`config.mk`:
```
export PLATFORM = sky130hd
export DESIGN_NAME = rw_solve_mk
export DESIGN_NICKNAME = d
export VERILOG_FILES = /design/src/rtl/rw_solve_pkg.sv /design/src/rtl/rw_solve_mk_lowest_free_enc.sv /design/src/rtl/rw_solve_mk.sv
export SDC_FILE = /design/constraint.sdc
export NUM_CORES = 2
export LEC_CHECK = 0
export ABC_AREA = 1
export CAP_MARGIN = 20
export CORE_UTILIZATION = 55
export DETAILED_ROUTE_END_ITERATION = 6
export PLACE_DENSITY = 0.81
export SKIP_LAST_GASP = 1
export SLEW_MARGIN = 20
export SYNTH_ARGS = -nofsm -noshare
export SYNTH_HDL_FRONTEND = slang
export SYNTH_HIERARCHICAL = 1
export SYNTH_SLANG_ARGS = --single-unit
```
`constraint.sdc`:
```
create_clock -name clk -period 11.6 [get_ports clk]
set_input_delay 2.32 -clock clk [delete_from_list [all_inputs] [get_ports clk]]
set_output_delay 2.32 -clock clk [all_outputs]
set_load 0.1 [all_outputs]
```
`src/rtl/rw_solve_pkg.sv`:
```
// Shared defaults and helpers for the multi-key conflict table.
// Provides key-field bit-offset helper and slot-index width derivation.
// Pure package: no logic, no latency, no backpressure.
package rw_solve_pkg;

  localparam int KEY_W_DEF    = 12;
  localparam int NUM_KEYS_DEF = 2;

  // LSB position of key field idx inside a packed tuple of key_w-bit fields.
  function automatic int key_lsb(input int idx, input int key_w);
    return idx * key_w;
  endfunction

  // Slot index width; never below one bit so a 2-entry table still works.
  function automatic int loc_width(input int n);
    return (n <= 2) ? 1 : $clog2(n);
  endfunction

endpackage

```
`src/rtl/rw_solve_mk_lowest_free_enc.sv`:
```
// First-zero priority encoder over the slot valid vector.
// Combinational, zero latency.
// No flow control; any_free qualifies idx.
//
// Ports: used  - occupied/blocked slot bits
//        idx   - lowest index with used==0 (0 when none)
//        any_free - at least one zero bit present
module lowest_free_enc #(
  parameter int N = 64,
  parameter int W = 6
) (
  input  logic [N-1:0] used,
  output logic [W-1:0] idx,
  output logic         any_free
);

  // Scan downward so the last assignment wins with the lowest free index.
  always_comb begin
    idx      = '0;
    any_free = 1'b0;
    for (int i = N - 1; i >= 0; i--) begin
      if (!used[i]) begin
        idx      = W'(i);
        any_free = 1'b1;
      end
    end
  end

endmodule

```
`src/rtl/rw_solve_mk.sv`:
```
// Multi-key conflict table: admits a key tuple only if no field collides with the same field of a resident entry.
// Insert result 1 cycle after the request edge; delete applies at the edge, del_error 1 cycle later.
// No backpressure: a request is always answered; a full table or conflict yields insert_success=0.
//
// Ports: clk, rst_n (async active-low); valid_insert/keys_in request an insert;
//        valid_delete/del_loc_in release a slot; valid_out, keys_out, insert_success,
//        insert_loc, conflict_mask report the insert; full/occupancy are registered
//        table status; del_error flags a delete of an empty or out-of-range slot.
// Build option: RW_SOLVE_SAME_CYCLE_FREE_EN lets a slot deleted this cycle be reallocated.
module rw_solve_mk
  import rw_solve_pkg::*;
#(
  parameter int KEY_W     = KEY_W_DEF,
  parameter int NUM_KEYS  = NUM_KEYS_DEF,
  parameter int QUEUE_LEN = 64,
  parameter int LOC_WIDTH = loc_width(QUEUE_LEN)
) (
  input  logic                      clk,
  input  logic                      rst_n,
  input  logic                      valid_insert,
  input  logic [NUM_KEYS*KEY_W-1:0] keys_in,
  input  logic                      valid_delete,
  input  logic [LOC_WIDTH-1:0]      del_loc_in,
  output logic                      valid_out,
  output logic [NUM_KEYS*KEY_W-1:0] keys_out,
  output logic                      insert_success,
  output logic [LOC_WIDTH-1:0]      insert_loc,
  output logic [NUM_KEYS-1:0]       conflict_mask,
  output logic                      full,
  output logic [LOC_WIDTH:0]        occupancy,
  output logic                      del_error
);

  logic [QUEUE_LEN-1:0]      valid_q;
  logic [QUEUE_LEN-1:0]      valid_d;
  logic [QUEUE_LEN-1:0]      del_hit;
  logic [QUEUE_LEN-1:0]      cmp_vld;
  logic [QUEUE_LEN-1:0]      busy;
  logic [QUEUE_LEN-1:0]      alloc_hit;
  logic [NUM_KEYS*KEY_W-1:0] keys_q [QUEUE_LEN];
  logic [NUM_KEYS-1:0]       mask_c;
  logic [LOC_WIDTH-1:0]      free_idx;
  logic                      any_free;
  logic                      ins_ok;
  logic                      del_ok;
  logic [LOC_WIDTH:0]        occ_d;

  // One-hot of the slot being validly released; out-of-range or empty targets match nothing.
  always_comb begin
    del_hit = '0;
    for (int s = 0; s < QUEUE_LEN; s++) begin
      del_hit[s] = valid_delete && valid_q[s] && (del_loc_in == LOC_WIDTH'(s));
    end
  end

  assign del_ok  = |del_hit;
  // A slot leaving this cycle no longer blocks the incoming tuple.
  assign cmp_vld = valid_q & ~del_hit;

  always_comb begin
    mask_c = '0;
    for (int s = 0; s < QUEUE_LEN; s++) begin
      for (int k = 0; k < NUM_KEYS; k++) begin
        if (cmp_vld[s] &&
            (keys_q[s][key_lsb(k, KEY_W) +: KEY_W] == keys_in[key_lsb(k, KEY_W) +: KEY_W])) begin
          mask_c[k] = 1'b1;
        end
      end
    end
  end

`ifdef RW_SOLVE_SAME_CYCLE_FREE_EN
  // The released slot is immediately reusable.
  assign busy = valid_q & ~del_hit;
`else
  // The released slot stays blocked for allocation until the next cycle.
  assign busy = valid_q;
`endif

  lowest_free_enc #(
    .N (QUEUE_LEN),
    .W (LOC_WIDTH)
  ) u_free_enc (
    .used     (busy),
    .idx      (free_idx),
    .any_free (any_free)
  );

  assign ins_ok = valid_insert && (mask_c == '0) && any_free;

  always_comb begin
    alloc_hit = '0;
    for (int s = 0; s < QUEUE_LEN; s++) begin
      alloc_hit[s] = ins_ok && (free_idx == LOC_WIDTH'(s));
    end
  end

  // Allocation is ORed after the clear so a reused slot keeps its valid bit.
  assign valid_d = (valid_q & ~del_hit) | alloc_hit;
  assign occ_d   = occupancy + (LOC_WIDTH + 1)'(ins_ok) - (LOC_WIDTH + 1)'(del_ok);

  always_ff @(posedge clk or negedge rst_n) begin
    if (!rst_n) begin
      valid_q        <= '0;
      valid_out      <= 1'b0;
      keys_out       <= '0;
      insert_success <= 1'b0;
      insert_loc     <= '0;
      conflict_mask  <= '0;
      full           <= 1'b0;
      occupancy      <= '0;
      del_error      <= 1'b0;
    end else begin
      valid_q        <= valid_d;
      valid_out      <= valid_insert;
      keys_out       <= valid_insert ? keys_in : '0;
      insert_success <= ins_ok;
      insert_loc     <= ins_ok ? free_idx : '0;
      conflict_mask  <= valid_insert ? mask_c : '0;
      occupancy      <= occ_d;
      full           <= (occ_d == (LOC_WIDTH + 1)'(QUEUE_LEN));
      del_error      <= valid_delete && !del_ok;
    end
  end

  // Key storage is qualified by valid_q, so it needs no reset.
  always_ff @(posedge clk) begin
    for (int s = 0; s < QUEUE_LEN; s++) begin
      if (alloc_hit[s]) begin
        keys_q[s] <= keys_in;
      end
    end
  end

endmodule

```
==> results.sh <==
export IMPL_status="finished, final reports clean"
export IMPL_postCtsSetupBuffers=0
export IMPL_stdcell_area_um2=83000
export IMPL_die_width_um=373
export IMPL_crit_top_cell="nand2_1"
export IMPL_report_final_hold_viol_count=0
export IMPL_wirelength_um=192000
export IMPL_crit_family="simple AND/OR/NAND/NOR gates"
export IMPL_grt_antenna_before_repair=4
export IMPL_core_um2=136000
export IMPL_postRouteAntennaNets=0
export IMPL_clk_pin_slew_worst_paths_ns=0.06
export IMPL_syn2layout_area_growth_pct=9.55
export IMPL_placed_area_um2=77700
export IMPL_yosysWarnings=6
export IMPL_cts_repair_resized=0
export IMPL_placedCellCount=8551
export IMPL_crit_slowest_cell="clkdlybuf4s50_1"
export IMPL_critPathBufInv=4
export IMPL_synthCells=6881
export IMPL_fin_nets=6984
export IMPL_fin_crit_ns=8.11
export IMPL_synth_area_top_cells="edfxtp_1 (61%), xor2_1 (11%), nand2_1 (9.6%)"
export IMPL_worstSetupPathType="primary input to flip-flop"
export IMPL_ys_types=31
export IMPL_clock_path_buffers=3
export IMPL_setup_tns_final_ns=0
export IMPL_cp_data_required_time_ns=12.31
export IMPL_drv_slew=0
export IMPL_rows=135
export IMPL_syn_area_um2=75700
export IMPL_syn_mean_instance_area_um2=11.0
export IMPL_ys_ff_latch=1643
export IMPL_synthTopCellsByCount="nand2_1 (1935), edfxtp_1 (1536), nor2_1 (1146), xor2_1 (951), inv_1 (497)"
export IMPL_yosysSeqAreaShare=0.644
export IMPL_root_buffer="clkbuf_16"
export IMPL_wire_per_inst_um=21.7
export IMPL_gr_total_overflow=0
export IMPL_io_buffers=76
export IMPL_power_uw=13800
export IMPL_cts_sinks=1643
export IMPL_setup_viol_count_final=0
export IMPL_cts_tree="built"
export IMPL_synth_area_leader_cell="edfxtp_1"
export IMPL_cp_start_kind="primary input"
export IMPL_drt_iter0_drc=5794
export IMPL_layout_drive_gt1_share=0.0461
export IMPL_die_h_um=373
export IMPL_cts_hold_buf=0
export IMPL_grt_max_degree=112
export IMPL_synth_top_cell_area_share=0.609
export IMPL_cp_slowest_stage_delay_ns=0.71
export IMPL_max_cap_violations=0
export IMPL_clk_latency_ns=0.83
export IMPL_clock_skew_ns=0.0533
export IMPL_grt_pass1_vias=48036
export IMPL_fillers=10073
export IMPL_remaining_drc_errors=0
export IMPL_cts_inserted_buffers=166
export IMPL_tightest_slew_ns=1.12
export IMPL_critPathCaptureType="flip-flop"
export IMPL_drtPass1Iterations=6
export IMPL_yosys_most_used_dff="edfxtp_1"
export IMPL_r2r_slack_ns=5.29
export IMPL_rsz0062_at_grt="false"
export IMPL_ios=77
export IMPL_place_gp_congestion=1.01
export IMPL_synthArstFlopShare=0.0651
export IMPL_routed_via_count=48470
export IMPL_yosysMostFrequentCell="nand2_1"
export IMPL_hold_slack_ns=0.575
export IMPL_grt_pass1_wl_um=289000
export IMPL_vias_per_cell=5.47
export IMPL_dp_hpwl_um=119000
export IMPL_start_util=0.557
export IMPL_relSlewSlack=0.254
export IMPL_synth_nets=6923
export IMPL_synth_edff_count=1536
export IMPL_hold_class="flip-flop to flip-flop"
export IMPL_floorplan_die_area_um2=139000
export IMPL_fmax_mhz=123
export IMPL_worstPathArrival_ns=8.82
export IMPL_p_leak_uw=0.0325
export IMPL_htree_levels=4
export IMPL_track_usage=0.277
export IMPL_power_density_nw_per_um2=167
export IMPL_cp_max_fo=66
export IMPL_fin_crit_sh=0.699
export IMPL_fin_cells=8858
export IMPL_peakVddDrop_mv=0.149
-- per-stage QoR --
stage,util,setup WS (ns)
2_1_floorplan,-,5.91
3_3_place_gp,0.572,2.90
3_5_place_dp,0.572,2.83
4_1_cts,0.609,3.71
5_1_grt,0.610,3.32
6_report,0.610,3.49
-- layer usage --
layer / share of wire / vias to the layer above / GRT usage
li1: - / 22169 / -
met1: 0.40 / 23391 / 0.372
met2: 0.46 / 2424 / 0.438
met3: 0.10 / 484 / 0.0589
met4: 0.041 / 2 / 0.115
met5: 0.000083 / - / 0
-- logic make-up after synthesis --
| logic type | Yosys count | synth area share |
|---|---|---|
| XOR/XNOR | 1204 | 0.139 |
| AND/OR/NAND/NOR | 3252 | 0.167 |
| buffers and inverters | 747 | 0.0459 |
| flip-flops | 1643 | 0.644 |
| adder cells (fa/ha/maj) | 8 | 0.00142 |
| AO/OA/AOI/OAI | 27 | 0.00215 |
-- path summary, 6_finish.rpt --
| kind | end | cells past startpoint | start |
|---|---|---|---|
| worst min register to register | occupancy[0]$_DFF_PN0_ | 1 | occupancy[0]$_DFF_PN0_ |
| worst max-delay path | full$_DFF_PN0_ | 25 | del_loc_in[5] |
| worst min-delay path | occupancy[0]$_DFF_PN0_ | 1 | occupancy[0]$_DFF_PN0_ |
| worst max register to register | keys_q[0][302]$_DFFE_PP_ | 68 | busy[63]$_DFF_PN0_ |
| max in group asynchronous | busy[56]$_DFF_PN0_ | 2 | rst_n |
| min in group asynchronous | keys_out[10]$_DFF_PN0_ | 1 | rst_n |
-- flip-flops by register name, summed over array words and instances, names as in the netlist --
name            count
occupancy           7
keys_q           1536
valid_out           1
keys_out           24
busy               64
full                1
insert_success      1
insert_loc          6
conflict_mask       2
del_error           1
-- cells in the final DEF (no fill, tap or decap), types with 8 or more instances in the layout --
master and count:
buf_12 10, buf_4 47, buf_6 25, bufinv_16 8, clkbuf_1 40, clkbuf_16 166, clkdlybuf4s50_1 50, clkinv_1 46
clkinv_2 21, clkinvlp_4 9, dfrtp_1 107, edfxtp_1 1536, inv_1 484, inv_6 9, nand2_1 1935, nand3_1 8
nand4_1 150, nor2_1 1146, xnor2_1 253, xor2_1 951
-- power breakdown --
group	internal, uW	switching, uW
Combinational	440	1250
Clock	2850	2280
Sequential	6840	149
Total	10100	3690
-- cell type report --
type                    instances  area (um^2)  area share
flip-flops and latches       1643        48800       0.588
multi-input cells            4491        23500       0.283
clock buffers                 209         4350      0.0524
well taps                    1781         2230      0.0269
inverters                     503         1890      0.0228
repair buffers                137         1430      0.0172
clock inverters                92          807     0.00973
diodes                          2         5.00   0.0000603
No activity file was read; power rests on OpenSTA's default activity.
